## src/rtl/pipeline_stall_controller_pkg.sv

```systemverilog
// Shared constants and state encoding for the pipeline stall controller.
package pipeline_stall_controller_pkg;

  typedef enum logic {
    STATE_RUN   = 1'b0,
    STATE_FLUSH = 1'b1
  } state_t;

  localparam int DEFAULT_FLUSH_CYCLES = 1;
  localparam int DEFAULT_MAX_STALL    = 4;
  localparam int DEFAULT_CNT_W        = 16;

endpackage

```

## src/rtl/pipeline_stall_controller_perf_counter.sv

```systemverilog
// Free-running event counter: increments on enable, wraps, cleared by reset.
module perf_counter #(
  parameter int CNT_W = 16
) (
  input  logic             clk,
  input  logic             rst_n,
  input  logic             en,
  output logic [CNT_W-1:0] count
);

  // Count one event per enabled cycle, wrapping modulo 2^CNT_W.
  always_ff @(posedge clk or negedge rst_n) begin
    if (!rst_n) begin
      count <= '0;
    end else if (en) begin
      count <= count + 1'b1;
    end
  end

endmodule

```

## src/rtl/pipeline_stall_controller.sv

```systemverilog
// Pipeline stall/flush controller: turns hazard, branch and memory-wait status
// into pipeline register enables, sequences multi-cycle flushes, watches for
// runaway stalls and counts stall/flush/freeze cycles.
module pipeline_stall_controller
  import pipeline_stall_controller_pkg::*;
#(
  parameter int FLUSH_CYCLES = DEFAULT_FLUSH_CYCLES,
  parameter int MAX_STALL    = DEFAULT_MAX_STALL,
  parameter int CNT_W        = DEFAULT_CNT_W
) (
  input  logic             clk,
  input  logic             rst_n,
  input  logic             hazard_detected,
  input  logic             br_taken,
  input  logic             is_jmp,
  input  logic             mem_stall,
  output logic             pc_write,
  output logic             if_id_write,
  output logic             if_id_flush,
  output logic             id_exe_bubble,
  output logic             exe_mem_write,
  output logic             mem_wb_write,
  output logic             stall_timeout,
  output logic [CNT_W-1:0] stall_cnt,
  output logic [CNT_W-1:0] flush_cnt,
  output logic [CNT_W-1:0] freeze_cnt
);

  localparam int RUN_W = $clog2(MAX_STALL + 2);
  localparam logic [RUN_W-1:0] RUN_SAT = RUN_W'(MAX_STALL + 1);
  localparam logic [2:0] FLUSH_INIT = 3'(FLUSH_CYCLES - 1);

  state_t           state;
  logic [2:0]       flush_left;
  logic [RUN_W-1:0] stall_run;

  logic redirect;
  logic hazard_cycle;
  logic flush_cycle;

  // A branch/jump only redirects from RUN; in FLUSH the ID instruction is wrong-path.
  assign redirect     = (br_taken || is_jmp) && (state == STATE_RUN);
  assign hazard_cycle = !mem_stall && hazard_detected;
  assign flush_cycle  = !mem_stall && !hazard_detected && (redirect || state == STATE_FLUSH);

  // Zero-latency control decode in priority order: reset, freeze, hazard, flush, idle.
  always_comb begin
    pc_write      = 1'b1;
    if_id_write   = 1'b1;
    if_id_flush   = 1'b0;
    id_exe_bubble = 1'b0;
    exe_mem_write = 1'b1;
    mem_wb_write  = 1'b1;
    if (!rst_n) begin
      pc_write      = 1'b0;
      if_id_write   = 1'b0;
      if_id_flush   = 1'b1;
      id_exe_bubble = 1'b1;
      exe_mem_write = 1'b0;
      mem_wb_write  = 1'b0;
    end else if (mem_stall) begin
      pc_write      = 1'b0;
      if_id_write   = 1'b0;
      exe_mem_write = 1'b0;
      mem_wb_write  = 1'b0;
    end else if (hazard_detected) begin
      pc_write      = 1'b0;
      if_id_write   = 1'b0;
      id_exe_bubble = 1'b1;
    end else if (flush_cycle) begin
      if_id_flush = 1'b1;
    end
  end

  // Flush sequencing FSM plus the consecutive-stall watchdog.
  always_ff @(posedge clk or negedge rst_n) begin
    if (!rst_n) begin
      state         <= STATE_RUN;
      flush_left    <= 3'd0;
      stall_run     <= '0;
      stall_timeout <= 1'b0;
    end else if (mem_stall) begin
      state      <= state;
      flush_left <= flush_left;
      stall_run  <= stall_run;
    end else if (hazard_detected) begin
      if (stall_run != RUN_SAT) begin
        stall_run <= stall_run + 1'b1;
      end
      if (stall_run >= RUN_SAT - 1'b1) begin
        stall_timeout <= 1'b1;
      end
    end else begin
      stall_run <= '0;
      if (state == STATE_FLUSH) begin
        flush_left <= flush_left - 3'd1;
        if (flush_left == 3'd1) begin
          state <= STATE_RUN;
        end
      end else if (redirect && FLUSH_CYCLES > 1) begin
        state      <= STATE_FLUSH;
        flush_left <= FLUSH_INIT;
      end
    end
  end

  perf_counter #(.CNT_W(CNT_W)) u_stall_counter (
    .clk   (clk),
    .rst_n (rst_n),
    .en    (hazard_cycle),
    .count (stall_cnt)
  );

  perf_counter #(.CNT_W(CNT_W)) u_flush_counter (
    .clk   (clk),
    .rst_n (rst_n),
    .en    (flush_cycle),
    .count (flush_cnt)
  );

  perf_counter #(.CNT_W(CNT_W)) u_freeze_counter (
    .clk   (clk),
    .rst_n (rst_n),
    .en    (mem_stall),
    .count (freeze_cnt)
  );

endmodule

```

## config.mk

```make
export PLATFORM = sky130hd
export DESIGN_NAME = pipeline_stall_controller
export DESIGN_NICKNAME = d
export VERILOG_FILES = /design/src/rtl/pipeline_stall_controller_pkg.sv /design/src/rtl/pipeline_stall_controller_perf_counter.sv /design/src/rtl/pipeline_stall_controller.sv
export SDC_FILE = /design/constraint.sdc
export NUM_CORES = 1
export LEC_CHECK = 0
export CORE_ASPECT_RATIO = 2
export CORE_UTILIZATION = 53
export CTS_BUF_LIST = sky130_fd_sc_hd__clkbuf_4 sky130_fd_sc_hd__clkbuf_8 sky130_fd_sc_hd__clkbuf_16
export DETAILED_ROUTE_END_ITERATION = 6
export HOLD_SLACK_MARGIN = 0.1
export PLACE_DENSITY = 0.93
export SETUP_SLACK_MARGIN = 0.1
export SYNTH_ARGS = -nofsm -noshare
export SYNTH_HDL_FRONTEND = slang
export SYNTH_SLANG_ARGS = --single-unit
```

## constraint.sdc

```tcl
create_clock -name clk -period 3.1 [get_ports clk]
set_input_delay 0.62 -clock clk [delete_from_list [all_inputs] [get_ports clk]]
set_output_delay 0.62 -clock clk [all_outputs]
set_load 0.1 [all_outputs]
```

Word level (Yosys, flattened, before mapping)
Cells that the tools add are included.
{ "word_totals": {"ram_bits": 0, "in_bits": 6, "n_memories": 0, "wordCells": 47, "out_inout_bits": 55, "latch_bits": 0, "romBits": 0, "reg_bits": 56} }
{ "classes": {"n_lt_le_gt_ge": 1, "n_mul": 0, "n_addsub": 5, "shifts": 0, "n_div": 0, "n_eq_ne": 3, "bitwise": 3, "mux": 16, "n_reduce_logical": 12} }
{ "ops": {"columns": ["operator", "n"], "rows": [
  ["16-bit by 1-bit adder with 16-bit output, second input constant", 3],
  ["1-bit two-way mux", 14],
  ["3-bit two-way mux", 2],
  ["3-bit AND reduction", 2],
  ["1-bit logical AND", 4],
  ["2-bit AND reduction", 2],
  ["3-bit by 1-bit adder with 3-bit output, second input constant", 1],
  ["3-bit by 1-bit == test with 1-bit output, second input constant", 1],
  ["3-bit >= comparator, second input constant", 1],
  ["3-bit != test, second input constant", 1],
  ["1-bit inverter", 3],
  ["3-bit by 1-bit subtractor with 3-bit output, second input constant", 1],
  ["1-bit zero test", 2],
  ["1-bit logical OR", 2],
  ["2-bit by 1-bit != test with 1-bit output, second input constant", 1]
]} }

Depth between registers and ports, before layout
{ "logic_depth": {"ltp_word": 8, "mapped_depth": 6, "ltp_nobuf": 5} }

Hierarchy
A second synthesis with hierarchy kept.
{ "hier_totals": {"cells_unflattened": 212, "hier_area_um2": 2541.2} }
{ "by_module_without_submodules": {"columns": ["mod", "area_each_um2", "instances", "seq_area_each_um2", "cells_per_inst"], "rows": [
  ["perf_counter", 695.7, 3, 400.4, 56],
  ["pipeline_stall_controller", 454.2, 1, 200.2, 44]
]} }

Worst setup path after synthesis
OpenSTA, ideal clock, no wires.
{ "synth_timing": {"kind": "input to output", "start": "input mem_stall", "end": "output mem_wb_write", "path_stages": 3, "arrival_time_ns": 2.655, "path_slack_ns": -0.175, "t_required_ns": 2.480, "path_buffers": 2, "cell_sequence": "buf_2 nor2b_1 buf_4"} }
{ "synth_between": {"elab_chain_cells": 2} }
{ "synth_rtl": {"columns": ["element", "line_no", "source"], "rows": [
  ["from (decl)", "pipeline_stall_controller.sv:16", "input logic mem_stall,"],
  ["1-bit two-way mux (2 in series)", null, null],
  ["to (decl)", "pipeline_stall_controller.sv:22", "output logic mem_wb_write,"]
]} }
Every way passes these cells.

Worst setup path in the final report
{ "layout_timing": {"start": "input hazard_detected", "end": "output if_id_flush"} }
{ "layout_between": {"elab_chain_cells": 7} }
{ "layout_rtl": {"columns": ["element", "line_no", "source"], "rows": [
  ["from (decl)", "pipeline_stall_controller.sv:13", "input logic hazard_detected,"],
  ["1-bit zero test", "pipeline_stall_controller.sv:44", "assign flush_cycle = !mem_stall && !hazard_detected && (redirect || state == STATE_FLUSH);"],
  ["1-bit logical AND (2 in series)", "pipeline_stall_controller.sv:44", null],
  ["1-bit two-way mux", "pipeline_stall_controller.sv:70", "end else if (flush_cycle) begin"],
  ["1-bit two-way mux *", "pipeline_stall_controller.sv:66", "end else if (hazard_detected) begin"],
  ["1-bit two-way mux *", "pipeline_stall_controller.sv:61", "end else if (mem_stall) begin"],
  ["1-bit two-way mux *", "pipeline_stall_controller.sv:54", "if (!rst_n) begin"],
  ["to (decl)", "pipeline_stall_controller.sv:19", "output logic if_id_flush,"]
]} }
Mark *: on every way between the ends. The rest lies on a longest branch, timed or not.

==> metrics.log <==
[metrics] Residual DRC: 0
[metrics] setup repair after global routing missed its margin: no
[metrics] total via count in the routed design: approximately 1.9k
[metrics] run status: completed
[metrics] horizontal die dimension: around 51 µm
[metrics] cell at the root of the clock tree: sky130_fd_sc_hd__clkbuf_8
[metrics] number of nets in the layout: 310
[metrics] HPWL reported at the end of detailed placement: 3.90 mm
[metrics] class of the most critical hold timing path: in -> async
[metrics] number of design-rule violations left by the first detailed-router iteration: 21
[metrics] Pins Over Slew Limit: 0
[metrics] Clock Tree Buf Depth: 2
[metrics] count of warnings emitted by yosys: 0
[metrics] share of power burned in the clock network: 21.4%
[metrics] Mapped Nets: 245
[metrics] switching share of power: 48.5%
[metrics] Core Rows: 35
[metrics] number of antenna-violating nets in the routed design: 0
[metrics] final setup violation count: 0
[metrics] largest fanout of any net on the critical path: 9
[metrics] RR Startpoint: u_flush_counter.count[0]
[metrics] largest family of logic cells by synthesized area: simple AND/OR/NAND/NOR gates
[metrics] number of search-and-repair iterations in the first detailed-routing pass: 4
[metrics] insertion delay to the later sink of the worst-skew pair: 0.31 ns
[metrics] final weighted congestion of routability-driven global placement: about 0.85
[metrics] area fraction in compound gates after synthesis: between 2 and 2.5%
[metrics] area of all placed cells without fillers: 0.00331 mm²
[metrics] clock tree from TritonCTS: yes
[metrics] max_cap viols: 0
[metrics] required time of the critical path: 2.48 ns
[metrics] overall die height: 100 µm
[metrics] top cells by area in the synthesized netlist: sky130_fd_sc_hd__dfrtp_1, sky130_fd_sc_hd__xnor2_1, sky130_fd_sc_hd__xor2_1, sky130_fd_sc_hd__nand2_1, sky130_fd_sc_hd__ha_1
[metrics] wire length of the first global-routing pass: approximately 8.6 mm
[metrics] multiplexer area fraction after synthesis: less than 1%
[metrics] cell count after synthesis: ~230
[metrics] crit path time final: roughly 2.6 ns
[metrics] total design power: 2970 µW
[metrics] endpoint arrival time on the critical path: 2.01 ns
[metrics] max frequency: approximately 0.38 GHz
[metrics] biggest area consumer among synthesized cells: sky130_fd_sc_hd__dfrtp_1
[metrics] cell internal power dissipation: 1530 µW
[metrics] top cell type's share of synthesized area: 54.8%
[metrics] power per cell area: 900 mW/mm²
[metrics] adder and majority cell fraction of the synthesized area: 3.43%
[metrics] critical path launch point: hazard_detected
[metrics] Synth Area in XOR/XNOR: between 10% and 20%
[metrics] most common flop cell mapped by yosys: sky130_fd_sc_hd__dfrtp_1
[metrics] summed instance area of the synthesized netlist: 0.00256 mm²
[metrics] average wire per standard cell: 14.5 µm
[metrics] final-layout setup total negative slack: 0 ns
[metrics] number of enable flip-flop cells after synthesis: 0
[metrics] H-tree levels: 2
[metrics] Buffers on Ports: 60
[metrics] Antenna Cells: 0
[metrics] top cell types by occurrence after synthesis: sky130_fd_sc_hd__dfrtp_1, sky130_fd_sc_hd__nand2_1, sky130_fd_sc_hd__xnor2_1
[metrics] maximum ir drop on the vdd rail: 1.32 mV
[metrics] Gate power share: 44.6%
[metrics] maximum number of pins on one net before global-route repair: 29
[metrics] worst setup skew after layout: 0.00928 ns
[metrics] number of buffers inserted by hold repair at cts: 0
[metrics] number of antenna violations at the first check in global routing: 0
[metrics] simple-gate share of the synthesized area: between 20% and 30%
[metrics] pin slew with the least headroom to its limit: ~0.45 ns
[metrics] final hold violation count: 0
[metrics] core outline area: 0.00460 mm²
[metrics] global-route total usage across every layer: a little under a quarter
[metrics] I/O pin total: 61
[metrics] routed wire length: 5.10 mm
[metrics] post_cts resized: 0
[metrics] Setup crit start kind: input pin
[metrics] worst rel slew slack: 70.2%
[metrics] share of the yosys chip area belonging to registers: 54.8%
[metrics] library cells used by synthesis: 33
[metrics] ratio of routed vias to standard cells: between 5 and 6
[metrics] effective utilization at floorplan: 55.6%
[metrics] proportion of register bits with asynchronous set or reset after synthesis: 100%
[metrics] Post-Synthesis Mean Instance Area: 11.0 µm²
[metrics] #FFs+latches synth: 56
[metrics] Period Utilization, post-route: a little over four fifths
[metrics] clock-pin slew of the registers on the worst-case setup and hold paths: 0.10 ns
[metrics] number of buffers inserted during clock tree synthesis: 5
[metrics] total gr overflow: 0
[metrics] number of clock sinks: 56
[metrics] number of post-CTS setup repair buffers: 0
[metrics] proportion of power drawn by flip-flops and latches: 34.0%
[metrics] share of post-route cells with drive strength above 1: 25.8%
[metrics] crit path capture type: primary output
[metrics] total cell area at the placement stage: 0.00315 mm²
[metrics] area growth from synthesis to layout: 29.3%
[metrics] most used standard cell by instance count after synthesis: sky130_fd_sc_hd__dfrtp_1
[metrics] die area: 0.00512 mm²
[metrics] P_leak: roughly 0.0016 µW
[metrics] category of the critical setup timing path: in -> out
[metrics] net load switching power: 1440 µW
[metrics] vias in the first global route: between 1.5k and 2k
area by class of cell:
| type | instances | area (µm²) |
|---|---|---|
| Timing Repair Buffer | 63 | 556 |
| Tap cell | 55 | 68.8 |
| Clock buffer | 5 | 68.8 |
| Inverter | 6 | 22.5 |
| Multi-Input combinational cell | 165 | 1100 |
| Sequential cell | 56 | 1400 |
| Fill cell | 330 | 1290 |
| Clock inverter | 3 | 90.1 |
state kept, by name (all words and copies together), names as in the netlist:
signal / cells
u_flush_counter.count: 16
u_freeze_counter.count: 16
stall_run: 3
u_stall_counter.count: 16
state: 1
flush_left: 3
stall_timeout: 1
routing by layer:
| layer | global-route usage, % | vias to the layer above | share of wire, % |
|---|---|---|---|
| li1 | - | 909 | - |
| met5 | 0 | - | 0 |
| met3 | 4.09 | 15 | 3.1 |
| met2 | 40.0 | 46 | 56 |
| met4 | 12.0 | 0 | 3.0 |
| met1 | 24.9 | 933 | 38 |
critical path: stages:
cell	delay [ns]
sky130_fd_sc_hd__clkdlybuf4s50_1	0.55
sky130_fd_sc_hd__nor2_1	0.33
sky130_fd_sc_hd__nand2_1	0.18
sky130_fd_sc_hd__nand2_1	0.14
sky130_fd_sc_hd__buf_12	0.18
final timing paths:
| check | end | slack (ns) | cells after the start |
|---|---|---|---|
| max | if_id_flush | 0.47 | 5 |
| min | flush_left[1] | 0.20 | 1 |
| max reg2reg | u_flush_counter.count[14] | 1.56 | 5 |
| min reg2reg | stall_timeout | 0.47 | 1 |
| max in group asynchronous | u_stall_counter.count[14] | 2.22 | 2 |
| min in group clk | stall_timeout | 0.47 | 1 |
metrics by stage:
step,cells,setup slack [ns],util (%),hold WS (ns)
6_report,353,0.475,71.9,0.201
3_5_place_dp,345,0.465,68.4,0.448
5_1_grt,353,0.331,71.9,0.206
3_3_place_gp,345,0.510,68.4,0.445
2_1_floorplan,232,0.309,-,0.324
4_1_cts,353,0.466,71.9,0.196
power by group through the flow:
stage	logic [µW]	registers [µW]	clock network, µW
after floorplan	225	1820	0
after global placement	1310	1020	0
after detailed placement	1330	1020	0
after CTS	1330	1010	648
after global routing	1380	1030	668
final	1330	1010	636
logic make-up after synthesis:
kind of cell | count (synthesis)
mux | 2
buf+inv | 11
fa+ha+maj | 7
compound gates | 9
simple gates | 100
xor+xnor | 47
flops | 56
placed cells by master, fill, tap and decap left out, types with 4 or more instances in the layout:
cell / n
sky130_fd_sc_hd__nand3_1: 15
sky130_fd_sc_hd__buf_12: 6
sky130_fd_sc_hd__clkbuf_8: 5
sky130_fd_sc_hd__dfrtp_1: 56
sky130_fd_sc_hd__nand2_1: 33
sky130_fd_sc_hd__ha_1: 7
sky130_fd_sc_hd__inv_1: 6
sky130_fd_sc_hd__and3_1: 7
sky130_fd_sc_hd__clkdlybuf4s50_1: 4
sky130_fd_sc_hd__xnor2_1: 29
sky130_fd_sc_hd__buf_4: 52
sky130_fd_sc_hd__nor2_1: 16
sky130_fd_sc_hd__xor2_1: 18
sky130_fd_sc_hd__nand4_1: 11
No activity file was read; power rests on OpenSTA's default activity.
